===== src/rtl/ray_generator_pkg.sv =====
// Shared vec3 types, Q2.16 constants and generator state encoding for the ray pipeline.
package ray_generator_pkg;

  localparam int unsigned CompW = 18;

  typedef logic signed [CompW-1:0] comp_t;

  typedef struct packed {
    comp_t x;
    comp_t y;
    comp_t z;
  } vec3_t;

  localparam comp_t ONE = 18'sh10000;
  localparam comp_t EPS = 18'sd1;

  typedef enum logic [1:0] {
    StIdle,
    StGen,
    StDone
  } state_e;

  // Nudges exact-zero components off zero so a reciprocal stage never sees 0.
  function automatic vec3_t zero_guard(input vec3_t v);
    vec3_t r;
    r = v;
    if (v.x == '0) r.x = EPS;
    if (v.y == '0) r.y = EPS;
    if (v.z == '0) r.z = EPS;
    return r;
  endfunction

endpackage


===== src/rtl/ray_generator_if.sv =====
// Camera-in / ray-out bundle of the primary-ray generator.
interface ray_generator_if
  import ray_generator_pkg::*;
#(
  parameter int unsigned IMG_W = 320,
  parameter int unsigned IMG_H = 240
);
  localparam int unsigned XW = $clog2(IMG_W);
  localparam int unsigned YW = $clog2(IMG_H);

  logic          start;
  logic          stall;
  vec3_t         cam_origin;
  vec3_t         cam_dir00;
  vec3_t         cam_du;
  vec3_t         cam_dv;
  logic          ray_valid;
  vec3_t         ray_dir;
  vec3_t         ray_origin;
  logic [XW-1:0] pixel_x;
  logic [YW-1:0] pixel_y;
  logic          last;
  logic          busy;
  logic          done;

  modport master (
    output start, stall, cam_origin, cam_dir00, cam_du, cam_dv,
    input  ray_valid, ray_dir, ray_origin, pixel_x, pixel_y, last, busy, done
  );

  modport slave (
    input  start, stall, cam_origin, cam_dir00, cam_du, cam_dv,
    output ray_valid, ray_dir, ray_origin, pixel_x, pixel_y, last, busy, done
  );

endinterface


===== src/rtl/vec3_add.sv =====
// Combinational per-component 18-bit two's-complement wrap adder.
module vec3_add
  import ray_generator_pkg::*;
(
  input  vec3_t a_i,
  input  vec3_t b_i,
  output vec3_t sum_o
);

  assign sum_o.x = a_i.x + b_i.x;
  assign sum_o.y = a_i.y + b_i.y;
  assign sum_o.z = a_i.z + b_i.z;

endmodule


===== src/rtl/ray_generator.sv =====
// Raster-order primary-ray generator using incremental direction stepping.
// Optional RAY_GEN_ZERO_GUARD_EN replaces zero emitted direction components with +1 LSB.
module ray_generator
  import ray_generator_pkg::*;
#(
  parameter int unsigned IMG_W = 320,
  parameter int unsigned IMG_H = 240
) (
  input logic            clk,
  input logic            rst,
  ray_generator_if.slave bus
);

  localparam int unsigned XW = $clog2(IMG_W);
  localparam int unsigned YW = $clog2(IMG_H);
  localparam logic [XW-1:0] XLast = XW'(IMG_W - 1);
  localparam logic [YW-1:0] YLast = YW'(IMG_H - 1);

  state_e        state_q, state_d;
  logic [XW-1:0] x_q, x_d;
  logic [YW-1:0] y_q, y_d;
  vec3_t         dir_q, dir_d;
  vec3_t         row_q, row_d;
  vec3_t         origin_q, origin_d;
  vec3_t         du_q, du_d;
  vec3_t         dv_q, dv_d;
  vec3_t         col_sum, row_sum;

  vec3_add u_col_add (
    .a_i  (dir_q),
    .b_i  (du_q),
    .sum_o(col_sum)
  );

  vec3_add u_row_add (
    .a_i  (row_q),
    .b_i  (dv_q),
    .sum_o(row_sum)
  );

  always_comb begin
    state_d  = state_q;
    x_d      = x_q;
    y_d      = y_q;
    dir_d    = dir_q;
    row_d    = row_q;
    origin_d = origin_q;
    du_d     = du_q;
    dv_d     = dv_q;
    unique case (state_q)
      StIdle: begin
        if (bus.start && !bus.stall) begin
          origin_d = bus.cam_origin;
          du_d     = bus.cam_du;
          dv_d     = bus.cam_dv;
          dir_d    = bus.cam_dir00;
          row_d    = bus.cam_dir00;
          x_d      = '0;
          y_d      = '0;
          state_d  = StGen;
        end
      end
      StGen: begin
        if (!bus.stall) begin
          if (x_q != XLast) begin
            x_d   = x_q + XW'(1);
            dir_d = col_sum;
          end else begin
            // Row wrap restarts from the row base so column error never accumulates.
            x_d   = '0;
            y_d   = y_q + YW'(1);
            row_d = row_sum;
            dir_d = row_sum;
            if (y_q == YLast) state_d = StDone;
          end
        end
      end
      StDone: begin
        if (!bus.stall) state_d = StIdle;
      end
      default: state_d = StIdle;
    endcase
  end

  always_ff @(posedge clk) begin
    if (rst) begin
      state_q  <= StIdle;
      x_q      <= '0;
      y_q      <= '0;
      dir_q    <= '0;
      row_q    <= '0;
      origin_q <= '0;
      du_q     <= '0;
      dv_q     <= '0;
    end else begin
      state_q  <= state_d;
      x_q      <= x_d;
      y_q      <= y_d;
      dir_q    <= dir_d;
      row_q    <= row_d;
      origin_q <= origin_d;
      du_q     <= du_d;
      dv_q     <= dv_d;
    end
  end

  assign bus.ray_valid  = (state_q == StGen);
  assign bus.busy       = (state_q == StGen);
  assign bus.done       = (state_q == StDone);
  assign bus.last       = (state_q == StGen) && (x_q == XLast) && (y_q == YLast);
  assign bus.ray_origin = origin_q;
  assign bus.pixel_x    = x_q;
  assign bus.pixel_y    = y_q;

`ifdef RAY_GEN_ZERO_GUARD_EN
  assign bus.ray_dir = (state_q == StGen) ? zero_guard(dir_q) : dir_q;
`else
  assign bus.ray_dir = dir_q;
`endif

endmodule


===== src/flat_wrapper.sv =====
// flat-port wrapper written by rule: the top's interface ports become plain ports
module ray_generator_flat import ray_generator_pkg::*;
#(
  parameter int unsigned IMG_W = 320,
  parameter int unsigned IMG_H = 240
)
  (clk, rst, bus_start, bus_stall, bus_cam_origin, bus_cam_dir00, bus_cam_du, bus_cam_dv, bus_ray_valid, bus_ray_dir, bus_ray_origin, bus_pixel_x, bus_pixel_y, bus_last, bus_busy, bus_done);
  ray_generator_if #(.IMG_W(IMG_W), .IMG_H(IMG_H)) bus_i ();
  input logic clk;
  input logic rst;
  input wire logic [$bits(bus_i.start)-1:0] bus_start;
  input wire logic [$bits(bus_i.stall)-1:0] bus_stall;
  input wire logic [$bits(bus_i.cam_origin)-1:0] bus_cam_origin;
  input wire logic [$bits(bus_i.cam_dir00)-1:0] bus_cam_dir00;
  input wire logic [$bits(bus_i.cam_du)-1:0] bus_cam_du;
  input wire logic [$bits(bus_i.cam_dv)-1:0] bus_cam_dv;
  output wire logic [$bits(bus_i.ray_valid)-1:0] bus_ray_valid;
  output wire logic [$bits(bus_i.ray_dir)-1:0] bus_ray_dir;
  output wire logic [$bits(bus_i.ray_origin)-1:0] bus_ray_origin;
  output wire logic [$bits(bus_i.pixel_x)-1:0] bus_pixel_x;
  output wire logic [$bits(bus_i.pixel_y)-1:0] bus_pixel_y;
  output wire logic [$bits(bus_i.last)-1:0] bus_last;
  output wire logic [$bits(bus_i.busy)-1:0] bus_busy;
  output wire logic [$bits(bus_i.done)-1:0] bus_done;
  assign bus_i.start = bus_start;
  assign bus_i.stall = bus_stall;
  assign bus_i.cam_origin = bus_cam_origin;
  assign bus_i.cam_dir00 = bus_cam_dir00;
  assign bus_i.cam_du = bus_cam_du;
  assign bus_i.cam_dv = bus_cam_dv;
  assign bus_ray_valid = bus_i.ray_valid;
  assign bus_ray_dir = bus_i.ray_dir;
  assign bus_ray_origin = bus_i.ray_origin;
  assign bus_pixel_x = bus_i.pixel_x;
  assign bus_pixel_y = bus_i.pixel_y;
  assign bus_last = bus_i.last;
  assign bus_busy = bus_i.busy;
  assign bus_done = bus_i.done;
  ray_generator #(.IMG_W(IMG_W), .IMG_H(IMG_H)) u_core (.clk(clk), .rst(rst), .bus(bus_i));
endmodule

===== config.mk =====
export PLATFORM = sky130hd
export DESIGN_NAME = ray_generator_flat
export DESIGN_NICKNAME = d
export VERILOG_FILES = /design/src/rtl/ray_generator_pkg.sv /design/src/rtl/ray_generator_if.sv /design/src/rtl/vec3_add.sv /design/src/rtl/ray_generator.sv /design/src/flat_wrapper.sv
export SDC_FILE = /design/constraint.sdc
export NUM_CORES = 1
export LEC_CHECK = 0
export BUFFER_PORTS_ARGS = -buffer_cell sky130_fd_sc_hd__buf_2
export CAP_MARGIN = 20
export CELL_PAD_IN_SITES_DETAIL_PLACEMENT = 0
export CELL_PAD_IN_SITES_GLOBAL_PLACEMENT = 1
export CORE_MARGIN = 4
export CORE_UTILIZATION = 43
export CTS_CLUSTER_SIZE = 24
export DETAILED_ROUTE_END_ITERATION = 6
export PLACE_DENSITY_LB_ADDON = 0.2
export SLEW_MARGIN = 0
export SYNTH_ARGS = -nofsm -noshare
export SYNTH_HDL_FRONTEND = slang
export SYNTH_SLANG_ARGS = --single-unit
export TNS_END_PERCENT = 100

===== constraint.sdc =====
create_clock -name clk -period 6.42 [get_ports clk]
set_clock_uncertainty 0.1 [all_clocks]
set_input_delay 0.321 -clock clk [delete_from_list [all_inputs] [get_ports clk]]
set_output_delay 0.321 -clock clk [all_outputs]
set_load 0.005 [all_outputs]

After elaboration in Yosys (flattened, before gate mapping)
Cells that the tools add are included.

Flip-flop bits (word level): 289. Input bits: 220. Output and inout bits: 129. Logic and storage cells: 67.

$add $sub $neg: 8. Equal/unequal tests: 10. Multiplexer cells: 21. Reduce and logical (&&, ||, !) cells: 10.

Operators by type and width (count): $mux 54 (5); $pmux 54 s2 (2); $add 18x18->18 (6); $mux 9 (3); $mux 8 (3); $pmux 9 s2 (1); $pmux 8 s2 (1); $mux 2 (5); $add 9x1->9 const B (1); $eq 9x9->1 const B (1); $ne 9x9->1 const B (1); $add 8x1->8 const B (1); $eq 8x8->1 const B (1); $ne 2x2->1 const B (3); $pmux 2 s3 (1); $reduce_and 5->1 (1); $ne 2x1->1 const B (2); $reduce_and 4->1 (1); $logic_and 1x1->1 (3); $reduce_and 3->1 (1); $eq 2x1->1 const B (1); $eq 2x2->1 const B (1); $logic_not 2->1 (1); $reduce_and 2->1 (1); 2 further kinds (2).

Longest topological paths before layout
Gate-level depths: netlist of the first run.

Word-level depth: 5. Depth in mapped cells: 11. Mapped depth without buffers: 11.

Modules after synthesis
From an unflattened synthesis of the first run, not the netlist that was laid out.

Cells, all modules: 2127. Area, all modules: 16517.1 sq um.

By module, submodules not included: ray_generator (instances 1, cells an instance 1471, area each 11621.1 sq um, sequential area each 5785.5 sq um); vec3_add at u_core.u_row_add (instances 1, cells an instance 325, area each 2448.6 sq um, sequential area each 0.0 sq um); vec3_add at u_core.u_col_add (instances 1, cells an instance 331, area each 2447.3 sq um, sequential area each 0.0 sq um).

Least setup slack after synthesis of the first run
No wires, ideal clock.

Path type: reg2reg. From: register u_core.dv_q[36] (netlist bit). To: register u_core.dir_q, in the netlist u_core.bus.ray_dir[46]. Setup time: 0.136 ns. Arrival: 2.309 ns. Data required time: 6.184 ns. Path slack: 3.875 ns. Cell stages (with the launch flop): 11. Path buffers: 0. Period minus slack after synthesis: 2.545 ns. Cell sequence: dfxtp_1 > ha_1 > fa_1 > a211oi_1 > o21ai_0 > a31oi_1 > o21ai_0 > xnor2_1 > nor2_1 > a211oi_1 > nor4_1.

Longest elaborated chain between the ends: 4.

Ends and longest elaborated chain: from (decl) (RTL line ray_generator.sv:26) `vec3_t dv_q, dv_d;`; from (signal assigned) (RTL line ray_generator.sv:103) `dv_q <= dv_d;`; $add 18x18->18 (RTL line vec3_add.sv:10) `assign sum_o.x = a_i.x + b_i.x;`; $mux 54 (RTL line ray_generator.sv:65) `if (x_q != XLast) begin`; $mux 54 (RTL line ray_generator.sv:64) `if (!bus.stall) begin`; $pmux 54 s2 (RTL line ray_generator.sv:50) `unique case (state_q)`; to (signal assigned) (RTL line ray_generator.sv:99) `dir_q <= dir_d;`; to (decl) (RTL line ray_generator.sv:22) `vec3_t dir_q, dir_d;`.

Every way passes these cells. The select of a mux whose other input is x is not followed. A chain may end at the register's enable or synchronous reset.

Worst setup path in the final report of the first run
From: register u_core.state_q[0]. To: output port bus_last.

Longest elaborated chain between the ends: 3.

Ends and longest elaborated chain: from (decl) (RTL line ray_generator.sv:19) `state_e state_q, state_d;`; from (signal assigned) (RTL line ray_generator.sv:87) `state_q <= StIdle;`; from (signal assigned) (RTL line ray_generator.sv:96) `state_q <= state_d;`; $eq 2x1->1 (RTL line ray_generator.sv:110) `assign bus.last = (state_q == StGen) && (x_q == XLast) && (y_q == YLast);`; $logic_and 1x1->1 (2 in a row) (RTL line ray_generator.sv:110); to (decl) (RTL line flat_wrapper.sv:22) `output wire logic [$bits(bus_i.last)-1:0] bus_last;`.

Every way passes these cells.

==> metrics.md, run 1 <==
| Metric | Value |
|---|---|
| Status | `completed` |
| Total grt overflow | `0` |
| Met1 Usage GRT | `0.3163` |
| Total CTS buffers | `36` |
| Routed vias | `17310` |
| Hold WS | `0.02887 ns` |
| WL final | `60220 um` |
| Cells after Synth | `2148` |
| Clock transition at path regs | `0.06 ns` |
| Fin area | `about 21000 um^2` |
| Initial antenna violation count | `0` |
| Layout cell share with drive strength beyond 1 | `0.1757` |
| Gr usage total | `0.2789` |
| Register bit total from synthesis | `~290` |
| DP Area | `18410 um^2` |
| RSZ-0062 raised after global routing | `no` |
| Post-synthesis sequential area ratio | `0.3529` |
| Sequential standard cell area | `5786 um^2` |
| Vias in the first global route | `approximately 17000` |
| GPL Wtd Cong | `slightly above 0.9` |
| Adder-Cell Fraction of Synth Area | `0.08670` |
| Xor/xnor cell area share of the yosys netlist | `0.04572` |
| Antenna-violating nets left | `0` |
| Die height | `203.3 um` |
| Met2 usage | `0.5220` |
| Power density cells | `about 240 nW/um^2` |
| Worst endpoint required time | `6.00 ns` |
| Largest family of logic cells by synthesized area | `compound AO/OA/AOI/OAI gates` |
| Final min period | `3.608 ns` |
| Antenna cells | `0` |
| H-tree depth | `2` |
| Placed cells | `2899` |
| Ys flop type | `dfxtp_1` |
| Crit path DAT | `about 3.2 ns` |
| Num Clock Sinks | `between 200 and 300` |
| Post-synthesis cell area | `16390 um^2` |
| GRT busiest layer | `met2` |
| Post-synth EDFFs | `0` |
| Compound-gate portion of the synthesized area | `0.2429` |
| Area Growth Syn to Fin | `30.77%` |
| Non-filler cells, final | `3135` |
| Synth Area in Simple Gates | `0.2220` |
| Post-Syn Nets | `~2500` |
| Number of nets in the layout | `2927` |
| IO Pins | `349` |
| Post-synthesis mux area share | `0.008014` |
| Row count | `71` |
| Post-detail-place hpwl | `42900 um` |
| GRT met3 Usage | `0.04389` |
| WS Path Type | `flip-flop to output port` |
| Setup TNS | `0 ns` |
| Area of the multi-input gates | `~10000 um^2` |
| VDD IR-drop max | `roughly 170 uV` |
| CP max FO | `52` |
| Worst setup SP type | `flip-flop` |
| Via density | `~5.5` |
| WL/cell | `19.21 um` |
| Syn. warnings | `0` |
| Static Leak | `9.268 nW` |
| Fmax achieved | `277.2 MHz` |
| 1st-pass router iterations | `5` |
| Pins Over Slew Limit | `0` |
| DRC violations left | `0` |
| Asr flop ratio synth | `0` |
| Final worst-path cycle share | `0.5619` |
| Chip width | `203.3 um` |
| CTS Buffer Depth | `3` |
| Cell variety after synth | `82` |
| Max-cap violations | `0` |
| Fillers | `3616` |
| Largest net degree at the start of global routing | `169` |
| PortBufs | `around 350` |
| Root Driver | `clkbuf_16` |
| Measured slew at the worst slew-check pin | `1.069 ns` |
| First-pass GRT wire length | `91970 um` |
| Max transition margin | `0.2874` |
| Final Setup Violations | `0` |
| CTS tree | `done` |
| Post-Route Utilization | `0.5691` |
| DR iter-0 viols | `946` |
| Clock latency on the worst-skew pair | `0.56 ns` |
| Area of the core | `37670 um^2` |
| Die area | `between 40000 and 50000 um^2` |
| Hold Violations, Final | `0` |
| Syn Area/Cell | `7.632 um^2` |
| Initial Util | `0.4352` |
| CP endpoint kind | `output port` |
| Worst hold path class | `input port to flip-flop` |
[power by group]
part | total, mW | leakage, nW | internal [mW] | switching (mW)
sequential | 1.98 | 2.36 | 1.89 | 0.0857
combinational | 0.844 | 6.26 | 0.359 | 0.485
clock | 2.27 | 0.642 | 1.45 | 0.826
[cell usage after synthesis (all sizes together), types with 30 or more instances]
cell type	count	area share
nor3	47	0.015
nor2	167	0.039
clkbuf	93	0.023
dfxtp	289	0.35
nand2	502	0.11
o21ai	100	0.031
o211ai	30	0.014
a21oi	295	0.091
ha	104	0.079
nand3	35	0.011
xnor2	49	0.026
xor2	34	0.018
inv	38	0.0087
a21o	31	0.014
a211oi	32	0.015
[layout make-up]
class | count | share of cell area
repair buffers | 532 | 0.1666
clock inverters | 16 | 0.01529
clock buffers | 49 | 0.04617
multi-input cells | 1699 | 0.4654
inverters | 39 | 0.006829
well taps | 511 | 0.02983
flip-flops and latches | 289 | 0.2699
[registers in the layout, indices dropped and copies added (netlist names)]
signal	flops
u_core.bus.pixel_x	9
u_core.bus.pixel_y	8
u_core.bus.ray_dir	54
u_core.bus.ray_origin	54
u_core.du_q	54
u_core.dv_q	54
u_core.row_q	54
u_core.state_q	2
[logic make-up after synthesis]
group / count (synthesis)
adder cells (fa/ha/maj): 110
multiplexers: 13
AND/OR/NAND/NOR: 850
XOR/XNOR: 84
flip-flops: 289
buffers and inverters: 160
AO/OA/AOI/OAI: 642
[final timing paths]
kind | startpoint | endpoint | slack, ns | cells after the start
setup reg to reg | u_core.bus.pixel_x[0]$_SDFFE_PP0P_ | u_core.row_q[46]$_SDFFE_PP0P_ | 2.98 | 10
setup / recovery | u_core.state_q[0]$_SDFFE_PP0P_ | bus_last | 2.81 | 6
hold / removal | bus_cam_dir00[32] | u_core.row_q[32]$_SDFFE_PP0P_ | 0.03 | 3
hold reg to reg | u_core.bus.ray_origin[34]$_SDFFE_PP0P_ | u_core.bus.ray_origin[34]$_SDFFE_PP0P_ | 0.35 | 2
[metal layers]
| metal | part of all wire | wire, um |
|---|---|---|
| met1 | 0.39 | 23420 |
| met2 | 0.51 | 30980 |
| met3 | 0.056 | 3392 |
| met4 | 0.040 | 2425 |
| met5 | 0 | 0 |
[critical path, cell delays in order, from the launching register on]
cell and delay [ns]:
dfxtp_1 0.58, nand2b_4 0.23, inv_2 0.49, buf_4 0.63, nand2_1 0.39, nor2_1 0.16, buf_2 0.13
[through the flow]
| stage | setup slack (ns) | total power, mW |
|---|---|---|
| floorplan | 3.875 | 2.464 |
| global placement | 3.172 | 2.758 |
| detailed placement | 3.036 | 2.768 |
| CTS | 2.812 | 5.131 |
| global route | 2.670 | 5.297 |
| finish | 2.812 | 5.094 |
[what timing repair did]
item | 4_1_cts | 5_1_grt
hold buffers | 171 | 0
setup buffers | 0 | 0
endpoints found under the hold margin | 172 | 0
gates resized for setup | 0 | 0
[placed cells by master, fill, tap and decap left out, drive strengths merged, types with 13 or more instances in the layout]
cell	netlist	routed
nor2	167	167
buf	28	360
nor2b	16	16
xnor2	49	49
a311oi	19	19
dlygate4sd3	0	171
o21ai	100	100
a21o	31	31
a211oi	32	32
nand3	35	35
a31oi	27	27
o211ai	30	30
clkbuf	93	50
nand4	15	15
ha	104	104
nor3	47	47
xor2	34	34
a21oi	295	295
or3	14	14
and3	13	13
nand2	502	502
dfxtp	289	289
inv	38	40
o21a	14	14
(Power assumes the default switching activity.)
==> inputs of run 2 (changes only) <==
CORE_UTILIZATION = 40   (was 43)
clock period = 3.32 ns   (was 6.42 ns; I/O delays follow)
==> run 2 against run 1 <==
Sequential cell count did not move. Global-route usage fell by 0.93 points. Sequential share of layout area fell by 0.57 points. Combinational power rose by 100%. Count of clock-buffer cells in the layout fell by 1. Largest cell class unchanged. Power rose by 90%. Worst setup slack got worse by 2.4 ns. Clock power rose by 84%. Utilization fell by 2.3 points. Wire length rose by 3.2%.
==> metrics.md, run 2 (synthesized netlist as in run 1, its figures left out) <==
| Metric | Value |
|---|---|
| Status | `completed` |
| Chip width | `between 200 and 250 um` |
| Num Clock Sinks | `289` |
| Post-route setup slack | `0.3628 ns` |
| H-tree depth | `2` |
| Gr usage total | `0.2696` |
| Static Leak | `9.466 nW` |
| CP endpoint kind | `output port` |
| Antenna cells | `0` |
| GPL Wtd Cong | `0.9260` |
| Die height | `210.4 um` |
| Worst r2r dst | `u_core.bus.ray_dir[46]$_SDFFE_PP0P_` |
| Routed vias | `roughly 17000` |
| Final Setup Violations | `0` |
| Critical-path cell list | `ha_1, and3_1, nand3_1, nor2b_2, buf_4, nand2_1, nor2_1, buf_2` |
| Clock transition at path regs | `~0.060 ns` |
| CTS tree | `done` |
| Largest delay share family, worst path | `simple AND/OR/NAND/NOR gates` |
| RR Startpoint | `u_core.dv_q[36]$_SDFFE_PP0P_` |
| Post-detail-place hpwl | `44560 um` |
| Worst Hold Depth | `5` |
| WL/cell | `19.44 um` |
| CTS Buffer Depth | `3` |
| 1st-pass router iterations | `5` |
| Most frequent cells in the layout | `nand2_1, buf_2, a21oi_1` |
| Measured slew at the worst slew-check pin | `0.8004 ns` |
| Final worst-path cycle share | `0.8907` |
| Pins Over Slew Limit | `0` |
| First-pass GRT wire length | `95690 um` |
| PostCTS Resize Cnt | `0` |
| Crit path DAT | `2.69 ns` |
| Hold buffers post-CTS | `between 200 and 250` |
| Largest net degree at the start of global routing | `142` |
| Via density | `5.460` |
| Worst endpoint required time | `3.05 ns` |
| Final min period | `2.957 ns` |
| CP max FO | `15` |
| WS Path Type | `flip-flop to output port` |
| PortBufs | `about 350` |
| Cells on worst reg2reg path | `10` |
| R2r setup slk | `0.50 ns` |
| Clock latency on the worst-skew pair | `0.55 ns` |
| Worst hold path class | `input port to flip-flop` |
| Max transition margin | `0.4644` |
| Max stage delay cell, worst path | `dfxtp_1` |
| Initial Util | `0.4088` |
| Hold Violations, Final | `0` |
| DRC violations left | `0` |
| Total CTS buffers | `36` |
| Hold WS | `between 0.001 and 0.0015 ns` |
| Worst setup SP type | `flip-flop` |
| Fmax achieved | `around 340 MHz` |
| Row count | `73` |
| WL final | `~62000 um` |
| Total power | `about 9.7 mW` |
| Layout cell share with drive strength beyond 1 | `0.1783` |
| Buf/Inv on CP | `2` |
| Number of nets in the layout | `just under 3000` |
| Vias in the first global route | `17570` |
| Area of the core | `40100 um^2` |
| WHS Endpoint | `u_core.row_q[0]$_SDFFE_PP0P_` |
| Antenna-violating nets left | `0` |
| Post-place setup slack | `a little over 0.5 ns` |
| Max-cap violations | `0` |
| IO Pins | `349` |
| Setup TNS | `0 ns` |
| Area Growth Syn to Fin | `33.59%` |
| Die area | `44290 um^2` |
| VDD IR-drop max | `408.9 uV` |
| RSZ-0062 raised after global routing | `no` |
| Post-CTS setup repair buffer count | `0` |
| Initial antenna violation count | `0` |
| Most common cell after layout, fill and taps aside | `nand2_1` |
| Power density cells | `441.7 nW/um^2` |
| Hold_sp | `bus_cam_dir00[0]` |
| Total grt overflow | `0` |
| Fillers | `3864` |
| Root Driver | `clkbuf_16` |
| Slowest stage delay, CP | `0.41 ns` |
| DR iter-0 viols | `between 1000 and 1500` |
run 2: changes by cell type in the layout (fill, tap and decap cells not counted), moves of 2 or more:
cell and change:
buf_12 +5, buf_4 +9, bufinv_16 -4, clkbuf_1 -4, clkbuf_8 +2, clkinvlp_4 +2, dlygate4sd3_1 +35
run 2: area by class of cell:
type                    count  area, um^2  area share
clock buffers              48        1027     0.04691
clock inverters            14       217.7    0.009941
inverters                  39       146.4    0.006685
repair buffers            581        4090      0.1868
well taps                 525       656.9     0.02999
flip-flops and latches    289        5786      0.2642
multi-input cells        1699        9976      0.4555
run 2: layer usage:
layer / part of all wire / global-route usage
met2: 0.51 / 0.4986
met5: 0 / 0
met4: 0.044 / 0.1120
met1: 0.39 / 0.3093
met3: 0.057 / 0.04123
run 2: tightest hold or removal path: cells and delay by family:
family,cells,cell delay [ns]
simple gates,3,0.24
compound gates,1,0.08
buf+inv,1,0.09
run 2: how the worst max path moves through the flow:
stage                                             startpoint  depth (start not counted)                                  end
after floorplan                 u_core.dv_q[36]$_SDFFE_PP0P_                         10  u_core.bus.ray_dir[46]$_SDFFE_PP0P_
after global placement          u_core.dv_q[36]$_SDFFE_PP0P_                         10  u_core.bus.ray_dir[46]$_SDFFE_PP0P_
after detailed placement        u_core.dv_q[36]$_SDFFE_PP0P_                         10  u_core.bus.ray_dir[46]$_SDFFE_PP0P_
after CTS                 u_core.bus.pixel_x[0]$_SDFFE_PP0P_                          8                             bus_last
after global routing            u_core.dv_q[36]$_SDFFE_PP0P_                         10  u_core.bus.ray_dir[46]$_SDFFE_PP0P_
final                     u_core.bus.pixel_x[0]$_SDFFE_PP0P_                          8                             bus_last
run 2: power by group:
part / switching (mW) / leakage, nW / total (mW) / internal, mW
Combinational: 0.950 / 6.50 / 1.69 / 0.741
Clock: 1.60 / 0.606 / 4.17 / 2.57
Sequential: 0.161 / 2.36 / 3.81 / 3.65
run 2: per-stage QoR:
| stage | instance area [um^2] | util | cells |
|---|---|---|---|
| final | 21900 | 0.5462 | 3195 |
| after global routing | 21900 | 0.5462 | 3195 |
| after CTS | 21900 | 0.5462 | 3195 |
| after detailed placement | 18590 | 0.4637 | 2927 |
| after global placement | 18590 | 0.4637 | 2927 |
| after floorplan | 16390 | - | 2148 |
